==> config.mk <==
export PLATFORM = sky130hd
export DESIGN_NAME = mili_time_sequencer
export DESIGN_NICKNAME = d
export VERILOG_FILES = /design/src/rtl/mili_time_sequencer.sv
export SDC_FILE = /design/constraint.sdc
export NUM_CORES = 1
export LEC_CHECK = 0
export ABC_AREA = 1
export BUFFER_PORTS_ARGS = -buffer_cell sky130_fd_sc_hd__buf_2
export CORE_UTILIZATION = 50
export DETAILED_ROUTE_END_ITERATION = 7
export GPL_ROUTABILITY_DRIVEN = 1
export PLACE_DENSITY_LB_ADDON = 0.05
export RECOVER_POWER = 100
export SLEW_MARGIN = 30
export SYNTH_ARGS = -nofsm -noshare
export SYNTH_HDL_FRONTEND = slang
export SYNTH_SLANG_ARGS = --single-unit
==> constraint.sdc <==
create_clock -name clk -period 4 [get_ports clk]
set_input_delay 0.8 -clock clk [delete_from_list [all_inputs] [get_ports clk]]
set_output_delay 0.8 -clock clk [all_outputs]
set_load 0.02 [all_outputs]
==> src/rtl/mili_time_sequencer.sv <==
// Millisecond count to h/m/s/ms converter using one restoring-division step per clock.
// Results, day_ovf and done all update on the same edge so the display never sees a partial value.
module mili_time_sequencer #(
  parameter int unsigned IN_W     = 27,
  parameter int unsigned MS_PER_H = 3600000,
  parameter int unsigned MS_PER_M = 60000,
  parameter int unsigned MS_PER_S = 1000
) (
  input  logic            clk,
  input  logic            rst_n,
  input  logic            start,
  input  logic [IN_W-1:0] inputMili,
  output logic            busy,
  output logic            done,
  output logic [5:0]      outputHours,
  output logic [5:0]      outputMinutes,
  output logic [5:0]      outputSec,
  output logic [9:0]      outputMili,
  output logic            day_ovf
);

  typedef enum logic [1:0] {IDLE, HRS, MIN, SEC} state_t;

  localparam int unsigned XW = IN_W + 6;
  localparam logic [XW-1:0] DH = XW'(MS_PER_H);
  localparam logic [XW-1:0] DM = XW'(MS_PER_M);
  localparam logic [XW-1:0] DS = XW'(MS_PER_S);

  state_t          state, state_nxt;
  logic [2:0]      k;
  logic [IN_W-1:0] rem, rem_nxt;
  logic [5:0]      qh, qm, qs;
  logic [XW-1:0]   dsel, div_sh;
  logic            qbit;
  logic            last_step;

  // One restoring step; widened so D << 5 never truncates. Returns {quotient bit, new remainder}.
  function automatic logic [IN_W:0] div_step(input logic [IN_W-1:0] r,
                                             input logic [XW-1:0]   dsh);
    logic [XW-1:0] rx;
    rx = {6'd0, r};
    if (rx >= dsh) begin
      rx = rx - dsh;
      return {1'b1, rx[IN_W-1:0]};
    end
    return {1'b0, r};
  endfunction

  always_comb begin
    dsel = '0;
    case (state)
      HRS:     dsel = DH;
      MIN:     dsel = DM;
      SEC:     dsel = DS;
      default: dsel = '0;
    endcase
    div_sh            = dsel << k;
    {qbit, rem_nxt}   = div_step(rem, div_sh);
  end

  assign last_step = (state == SEC) && (k == 3'd0);

  always_ff @(posedge clk or negedge rst_n) begin
    if (!rst_n) state <= IDLE;
    else        state <= state_nxt;
  end

  always_comb begin
    state_nxt = state;
    case (state)
      IDLE:    if (start)     state_nxt = HRS;
      HRS:     if (k == 3'd0) state_nxt = MIN;
      MIN:     if (k == 3'd0) state_nxt = SEC;
      SEC:     if (k == 3'd0) state_nxt = IDLE;
      default:                state_nxt = IDLE;
    endcase
  end

  always_comb begin
    busy = (state != IDLE);
  end

  always_ff @(posedge clk or negedge rst_n) begin
    if (!rst_n) begin
      k             <= 3'd0;
      rem           <= '0;
      qh            <= '0;
      qm            <= '0;
      qs            <= '0;
      done          <= 1'b0;
      outputHours   <= '0;
      outputMinutes <= '0;
      outputSec     <= '0;
      outputMili    <= '0;
      day_ovf       <= 1'b0;
    end else begin
      done <= last_step;
      case (state)
        IDLE: begin
          if (start) begin
            rem <= inputMili;
            k   <= 3'd5;
          end
        end
        HRS, MIN, SEC: begin
          rem <= rem_nxt;
          k   <= (k == 3'd0) ? 3'd5 : k - 3'd1;
          if (state == HRS) qh[k] <= qbit;
          if (state == MIN) qm[k] <= qbit;
          if (state == SEC) qs[k] <= qbit;
          // Final step: qs bit 0 is still in flight, so splice it in directly.
          if (last_step) begin
            outputHours   <= qh;
            outputMinutes <= qm;
            outputSec     <= {qs[5:1], qbit};
            outputMili    <= rem_nxt[9:0];
            day_ovf       <= (qh >= 6'd24);
          end
        end
        default: ;
      endcase
    end
  end

endmodule

==> metrics.yaml, run 1 <==
syn_area_um2: 5820
use_met3: 0.0290
synth_top_area_cell: "dfrtp_1"
place.gp.congestion: 0.952
cp.required_ps: 4200
row_count: 39
num_antenna_cells: 0
clk_pin_slew_ps: 70
layout_min_cycle_time_ps: 3710
setup_viol: 0
rrSetupSlack_ps: 290
rsz0062_at_grt: "no"
fin_cells: 1099
hold_viol: 0
worstMarginPinSlew_ps: 2000
grt_most_used_layer: "met2"
pin_count: 61
hold_ws_ps: 476
grt_max_degree: 80
ant_nets: 0
port_buffers: 60
critPathSlowestCell: "dfrtp_1"
worst-path-buf-inv: 4
status: "finished with violations"
hp-start: "outputMili[2]"
mostFrequentLayoutCells: "nand2_1, inv_1, o21ai_0, nor2_1, dfrtp_1"
drc: 0
wirelength_um: 15800
relSlewSlack: -0.333
seq_area_frac_synth: 0.340
coreArea_um2: 11400
synth_nets: 958
grt.total_usage: 0.278
ys.flop_type: "dfrtp_1"
setup.worst_path.start: "k[0]"
critPathTopFamily: "simple AND/OR/NAND/NOR gates"
cts_max_path_buffers: 2
post-place-cells: 1083
dieArea_um2: 12100
fin_worst_skew_ps: 7.24
drive_above_1_share: 0.0847
cts.sinks: 79
grt_pass1_wl_um: 25300
crit_type: "reg -> reg"
max_freq_mhz: 270
routed-via-count: 5647
drtIter0Drc: 428
clkLatencyLatePin_ps: 350
worstPathCellList: "inv_1 > nand2_1 > o21ai_0 > nand2_1 > o21ai_0 > o21ai_0 > ha_1 > nand2_1 > inv_1 > nand2_1 > nand2_1 > nand2_1 > nand2_1 > clkinv_1 > nand2_2 > nand2_1 > nand2_4 > buf_12 > o21ai_0 > o21ai_1"
syn_area_per_cell_um2: 6.50
yosys_warnings: 0
reg2regPathDepth: 20
start_util: 0.512
cts_tree: "yes"
synthDistinctLibCells: 36
period_share: 0.927
syn_to_final_growth_pct: 11.6
syn_inst: 896
grtUsageMet1: 0.354
arrival_ps: 3910
post_drt_wl_per_cell_um: 14.4
yosys.area.top_type_share: 0.340
fin_tns_setup_ps: 0
firstDrtPassIters: 5
synth-async-reset-ratio: 1.00
grt_pass1_vias: 5215
grtUsageMet2: 0.486
violations: "max-capacitance violations, max-slew violations"
grt-ovfl-total: 0
layout.nets: 1013
viasPerCell: 5.14
cts_buffers: 9
cap_violations: 1
cpPeakStageDelay_ps: 640
antenna_found_initial: 0
report.final.slew_viol_count: 80
htreeDepth: 3
hp-class: "reg -> reg"
cp-end-kind: "flop"
r2r_end: "outputMili[4]"
cts_root_buf: "clkbuf_16"
hold_depth: 2
die-width_um: 110
final_common_cell: "nand2_1"
critical_path.most_common_cell: "nand2_1"
synth_seq_cells: 79
startpoint_type: "flop"
reg2reg_from: "k[0]"
synth_area_leaders: "dfrtp_1, nand2_1, inv_1"
dp_hpwl_um: 12300
die_h_um: 110
min_to: "outputMili[2]"
crit_fanout: 24
synth_edf_count: 0
## routing by layer
layer / share of wire / up-vias
met4: 0.021 / 0
met3: 0.043 / 25
li1: - / 2911
met2: 0.49 / 139
met5: 0 / -
met1: 0.44 / 2572
## kinds of logic after synthesis
group	Yosys count	synth area share
simple gates	480	0.342
buf+inv	161	0.110
compound gates	129	0.117
flops	79	0.340
fa+ha+maj	32	0.0688
xor+xnor	12	0.0181
mux	3	0.00559
## layout make-up
type | count | area [um^2]
clock buffers | 9 | 225
clock inverters | 7 | 70.1
fillers | 1179 | 4870
inverters | 137 | 514
multi-input cells | 656 | 3200
flip-flops and latches | 79 | 1980
well taps | 143 | 179
repair buffers | 68 | 325
## registers in the layout (all words and copies together) (netlist names)
register       cells
rem               27
outputMili        10
outputHours        6
outputMinutes      6
outputSec          6
qh                 6
qm                 6
qs                 5
k                  3
state              2
day_ovf            1
done               1
## metrics by stage
| stage | util | cell area (um^2) | worst slack (ps) |
|---|---|---|---|
| 2_1_floorplan | - | 5820 | 1070 |
| 3_3_place_gp | 0.550 | 6250 | 453 |
| 3_5_place_dp | 0.550 | 6260 | 337 |
| 4_1_cts | 0.576 | 6550 | 317 |
| 5_1_grt | 0.571 | 6490 | 32.6 |
| 6_report | 0.571 | 6490 | 292 |
## tightest hold or removal path, cell delays in order (launching register included)
cell     delay (ps)
dfrtp_1         340
nand2_1          50
nand2_1          50
## Yosys cell counts (all sizes together), types with 3 or more instances
cell type  instances
clkbuf            12
nand4             12
o22ai              4
a21oi             24
buf               12
xor2               4
clkinv             3
nor3               3
o21ai             89
ha                32
o21bai             8
inv              134
dfrtp             79
xnor2              8
nand2            334
nand3b             4
nand3             37
nor2              87
## how the worst max path moves through the flow
| stage | end | cells after the start | slack [ps] |
|---|---|---|---|
| 6_report | outputMili[4] | 20 | 290 |
| 5_1_grt | rem[18] | 22 | 30 |
| 4_1_cts | rem[10] | 20 | 320 |
| 3_5_place_dp | rem[10] | 20 | 340 |
| 3_3_place_gp | rem[11] | 20 | 450 |
| 2_1_floorplan | outputMili[8] | 19 | 1070 |
## repair_timing
| action | 4_1_cts | 5_1_grt |
|---|---|---|
| endpoints found under the setup margin | 0 | 3 |
| buffers inserted | 0 | 0 |
| hold buffers | 0 | 0 |
| resized for setup | 0 | 2 |
Power of run 1 is not shown: default switching activity piles up to over one toggle a cycle in this logic, so the estimate is an artifact.
==> run 2, diff against run 1 <==
==> constraint.sdc (replaced) <==
create_clock -name clk -period 4.5 [get_ports clk]
set_input_delay 0.9 -clock clk [delete_from_list [all_inputs] [get_ports clk]]
set_output_delay 0.9 -clock clk [all_outputs]
set_load 0.02 [all_outputs]
==> run 2 against run 1 <==
First-iteration DRC count fell by 38%. Worst setup slack improved by 250 ps. Via count fell by 0.96%. Non-clock buffer count fell by 4. Design area fell by 0.75%. Core utilization fell by 0.43 points. Worst hold slack improved by 2.8 ps. The run still ends with max-capacitance violations, max-slew violations left.
==> metrics.yaml, run 2 (synthesis results as in run 1) <==
critPathTopFamily: "simple AND/OR/NAND/NOR gates"
cts_hold_buf: 0  # unchanged
drtIter0Drc: 267  # -38%
worstPathCellList: "inv_1 > nor2_1 > inv_1 > o22ai_1 > o21ai_0 > ha_1 > nand2_1 > nor2_1 > nand2_1 > inv_1 > nand2_1 > nand2_2 > nand2_2 > nand2_4 > nand2_2 > o21ai_0 > nand2_1 > nand2_1"
grt_max_degree: 80  # unchanged
grt_pass1_wl_um: 25200  # -0.41%
syn_to_final_growth_pct: 10.7
arrival_ps: 4250  # +340 ps
report.final.slew_viol_count: 134  # +68%
cpPeakStageDelay_ps: 580  # -60 ps
ant_nets: 0  # unchanged
startpoint_type: "flop"
cts_tree: "yes"
hp-start: "outputMili[1]"
relSlewSlack: -0.325  # +0.00858
hold_depth: 2  # unchanged
clkLatencyLatePin_ps: 350  # about the same
r2r_end: "rem[18]"
cp-end-kind: "flop"
crit_type: "reg -> reg"
grt.total_usage: 0.280  # +0.00139
dpl_worst_slack_ps: 579  # +243 ps
clk_pin_slew_ps: 70  # about the same
period_share: 0.880  # -0.0472
dp_hpwl_um: 12200  # -0.87%
regMostFlops: "rem"
layout_min_cycle_time_ps: 3960  # +251 ps
hold_ws_ps: 478  # +2.76 ps
min_to: "outputMili[1]"
reg2regPathDepth: 18  # -10%
place.gp.congestion: 0.956  # +0.41%
cts_root_buf: "clkbuf_16"
pin_count: 61  # unchanged
ctsResizeCount: 0  # unchanged
row_count: 39  # unchanged
rrSetupSlack_ps: 540  # +250 ps
nFillCells: 1191  # +1.0%
worstMarginPinSlew_ps: 1990  # -12.9 ps
start_util: 0.512  # unchanged
fin_worst_skew_ps: 9.36  # +2.12 ps
drive_above_1_share: 0.0809  # -0.00385
firstDrtPassIters: 5  # unchanged
critPathSlowestCell: "dfrtp_1"
viasPerCell: 5.11  # -0.59%
fin_cells: 1095  # -0.36%
crit_fanout: 41  # +71%
cts.sinks: 79  # unchanged
status: "finished with violations"
port_buffers: 60  # unchanged
cts_max_path_buffers: 2  # unchanged
cts_buffers: 9  # unchanged
grt-ovfl-total: 0  # unchanged
fin_tns_setup_ps: 0  # unchanged
grt_pass1_vias: 5209  # -0.12%
post_drt_wl_per_cell_um: 14.5  # +0.73%
coreArea_um2: 11400  # unchanged
num_antenna_cells: 0  # unchanged
hp-class: "reg -> reg"
max_freq_mhz: 253  # -6.3%
drc: 0  # unchanged
critical_path.most_common_cell: "nand2_1"
antenna_found_initial: 0  # unchanged
cp.required_ps: 4800  # +600 ps
mostFrequentLayoutCells: "nand2_1, inv_1, o21ai_0, nor2_1, dfrtp_1"
routed-via-count: 5593  # -0.96%
die_h_um: 110  # unchanged
reg2reg_from: "k[1]"
violations: "max-capacitance violations, max-slew violations"
largestRegisters: "rem x27, outputMili x10"
setup_ws_ps: 541  # +249 ps
setup_viol: 0  # unchanged
hold_viol: 0  # unchanged
die-width_um: 110  # unchanged
wirelength_um: 15900  # +0.37%
cts_setup_buffers: 0  # unchanged
cap_violations: 2  # +1
layout.nets: 1009  # -0.39%
rsz0062_at_grt: "no"
post-place-cells: 1079  # -0.37%
dieArea_um2: 12100  # unchanged
htreeDepth: 3  # unchanged
final_common_cell: "nand2_1"
largest_reg_flops: 27  # unchanged
worst-path-buf-inv: 3  # -1
==> run 2: changes by cell type in the layout (fill, tap and decap cells not counted), sizes merged <==
cell,change
clkinv,-4
buf,-4
bufinv,-1
clkinvlp,+1
inv,+4
==> run 2: worst max path at each step <==
| stage | to | cells past startpoint | slack (ps) | startpoint |
|---|---|---|---|---|
| 2_1_floorplan | outputMili[8] | 19 | 1570 | state[0] |
| 3_3_place_gp | rem[11] | 18 | 590 | k[1] |
| 3_5_place_dp | rem[18] | 18 | 580 | k[1] |
| 4_1_cts | rem[18] | 18 | 550 | k[1] |
| 5_1_grt | outputMili[8] | 17 | 100 | k[1] |
| 6_report | rem[18] | 18 | 540 | k[1] |
==> run 2: area by class of cell <==
cell class | instances | area, um^2 | share of cell area
clock buffers | 9 | 225 | 0.0349
clock inverters | 7 | 61.3 | 0.00951
inverters | 137 | 517 | 0.0802
multi-input cells | 656 | 3200 | 0.497
flip-flops and latches | 79 | 1980 | 0.307
well taps | 143 | 179 | 0.0278
repair buffers | 64 | 284 | 0.0441
==> run 2: routing by layer <==
metal  vias to the layer above  wire [um]  global-route usage
li1                       2905          -                   -
met1                      2536       7220               0.349
met2                       120       7570               0.479
met3                        32        602              0.0456
met4                         0        489               0.110
met5                         -          0                   0
==> run 2: metrics by stage <==
step	util	cell area, um^2
finish	0.567	6450
global route	0.567	6450
CTS	0.572	6500
detailed placement	0.547	6210
global placement	0.546	6210
floorplan	-	5820
==> run 2: worst reg2reg max path, cell delays in order, from the launching register on <==
cell and delay (ps):
dfrtp_1 580, inv_1 290, nor2_1 330, inv_1 150
o22ai_1 240, o21ai_0 170, ha_1 410, nand2_1 110
nor2_1 250, nand2_1 110, inv_1 60, nand2_1 60
nand2_2 80, nand2_2 90, nand2_4 370, nand2_2 260
o21ai_0 210, nand2_1 70, nand2_1 60
Power of run 2 is left out for the same reason.
==> run 3, diff against run 2 <==
==> constraint.sdc (replaced) <==
create_clock -name clk -period 3.4 [get_ports clk]
set_input_delay 0.68 -clock clk [delete_from_list [all_inputs] [get_ports clk]]
set_output_delay 0.68 -clock clk [all_outputs]
set_load 0.02 [all_outputs]
==> run 3 against run 2 <==
The run still ends with max-capacitance violations, max-slew violations left. Critical path depth grew 2. Non-clock buffer count grew 39. First-iteration DRC count grew 46%. Core utilization grew 4.2 points. Register-to-register slack lost 440 ps. Cell count grew 3.6%. Worst setup slack lost 440 ps. Global-route usage grew 1.2 points. Die area is the same. Wire length grew 6.1%. Design area grew 7.5%. Largest cell class unchanged. Highest routed layer unchanged.
==> metrics.yaml, run 3 (synthesis results as in run 1) <==
setup_viol: 0  # unchanged
antenna_found_initial: 0  # unchanged
ant_nets: 0  # unchanged
hp-class: "reg -> reg"
grt.total_usage: 0.292  # +0.0121
regMostFlops: "rem"
critPathSlowestCell: "dfrtp_2"
place_area_um2: 6410  # +3.2%
htreeDepth: 3  # unchanged
cp.required_ps: 3620  # -1180 ps
fin_cells: 1134  # +3.6%
rsz0062_at_grt: "yes"
hold_viol: 0  # unchanged
num_antenna_cells: 0  # unchanged
drc: 0  # unchanged
critPathTopFamily: "simple AND/OR/NAND/NOR gates"
port_buffers: 60  # unchanged
clk_pin_slew_ps: 70  # about the same
worstPathCellList: "ha_2 > nand2_1 > o21ai_0 > o21ai_1 > buf_4 > nand2_1 > o21ai_1 > ha_1 > buf_4 > nand2_1 > nor2_4 > nand2_2 > nor2_4 > nand3_2 > nand2_2 > nor2_4 > nand2_8 > buf_4 > o21ai_1 > o21bai_1"
post-place-cells: 1104  # +2.3%
cp-end-kind: "flop"
status: "finished with violations"
crit_fanout: 15  # -63%
grt_max_degree: 80  # unchanged
fin_worst_skew_ps: 9.79  # +0.432 ps
place.gp.congestion: 1.08  # +14%
clkLatencyLatePin_ps: 350  # about the same
start_util: 0.512  # unchanged
row_count: 39  # unchanged
cts_buffers: 9  # unchanged
coreArea_um2: 11400  # unchanged
cts_root_buf: "clkbuf_16"
post_drt_wl_per_cell_um: 14.9  # +2.5%
final_common_cell: "nand2_1"
pin_count: 61  # unchanged
cts_max_path_buffers: 2  # unchanged
startpoint_type: "flop"
mostFrequentLayoutCells: "nand2_1, inv_1, nor2_1, dfrtp_1, o21ai_0"
cts_tree: "yes"
crit_type: "reg -> reg"
cpPeakStageDelay_ps: 460  # -120 ps
wirelength_um: 16900  # +6.1%
die_h_um: 110  # unchanged
worst-path-buf-inv: 3  # unchanged
dieArea_um2: 12100  # unchanged
largestRegisters: "rem x27, outputMili x10"
design_area_um2: 6930  # +7.5%
drtIter0Drc: 389  # +46%
firstDrtPassIters: 5  # unchanged
largest_reg_flops: 27  # unchanged
grt-ovfl-total: 0  # unchanged
grt_pass1_wl_um: 26000  # +3.4%
grt_pass1_vias: 5181  # -0.54%
layout_min_cycle_time_ps: 3290  # -664 ps
die-width_um: 110  # unchanged
layout.nets: 1048  # +3.9%
syn_to_final_growth_pct: 19.0
cts.sinks: 79  # unchanged
report.final.slew_viol_count: 80  # -40%
max_freq_mhz: 304  # +20%
period_share: 0.969  # +0.0892
worstMarginPinSlew_ps: 1930  # -56.7 ps
viasPerCell: 5.17  # +1.3%
routed-via-count: 5866  # +4.9%
drive_above_1_share: 0.147  # +0.0664
cap_violations: 1  # -1
dp_hpwl_um: 13300  # +9.5%
arrival_ps: 3510  # -740 ps
relSlewSlack: -0.287  # +0.0378
violations: "max-capacitance violations, max-slew violations"
run 3: cell count changes in the layout (fill, tap and decap cells not counted), sizes merged:
| cell | change |
|---|---|
| clkinvlp | -2 |
| buf | +42 |
| inv | -3 |
| clkbuf | -2 |
| clkinv | +4 |
run 3: final timing paths:
check | start | endpoint | slack (ps) | cells past startpoint
setup reg to reg | state[0] | rem[6] | 110 | 20
min in group asynchronous | rst_n | outputMili[9] | 870 | 1
hold / removal | outputMili[2] | outputMili[2] | 480 | 2
max in group asynchronous | rst_n | state[1] | 1260 | 1
hold reg to reg | outputMili[2] | outputMili[2] | 480 | 2
setup / recovery | state[0] | rem[6] | 110 | 20
run 3: tightest hold or removal path, stage by stage (launching register included):
cell	delay [ps]
dfrtp_1	350
nand2_1	60
nand2_1	50
run 3: repair_timing:
action,CTS,global route
hold buffers,0,0
setup buffers,3,11
pin swaps,3,13
gates resized for setup,4,45
endpoints found under the setup margin,41,49
run 3: routing by layer:
| layer | track usage | wire length, um | part of all wire |
|---|---|---|---|
| met1 | 0.360 | 7200 | 0.43 |
| met3 | 0.0468 | 812 | 0.048 |
| met2 | 0.479 | 7780 | 0.46 |
| met5 | 0 | 0 | 0 |
| met4 | 0.170 | 1060 | 0.063 |
run 3: per-stage QoR:
| step | setup TNS [ps] | hold slack [ps] | setup slack (ps) | util |
|---|---|---|---|---|
| after floorplan | 0 | 384 | 474 | - |
| after global placement | -928 | 453 | -87.0 | 0.564 |
| after detailed placement | -1900 | 459 | -142 | 0.564 |
| after CTS | 0 | 476 | 5.24 | 0.592 |
| after global routing | -592 | 499 | -62.9 | 0.609 |
| final | 0 | 477 | 106 | 0.609 |
run 3: layout make-up:
cell class | instances | area [um^2]
fill | 1124 | 4440
sequential | 79 | 1980
timing repair buffer | 103 | 611
clock inverter | 6 | 51.3
tap | 143 | 179
inverter | 137 | 527
multi-input combinational | 656 | 3340
clock buffer | 10 | 239
Power of run 3 is left out for the same reason.
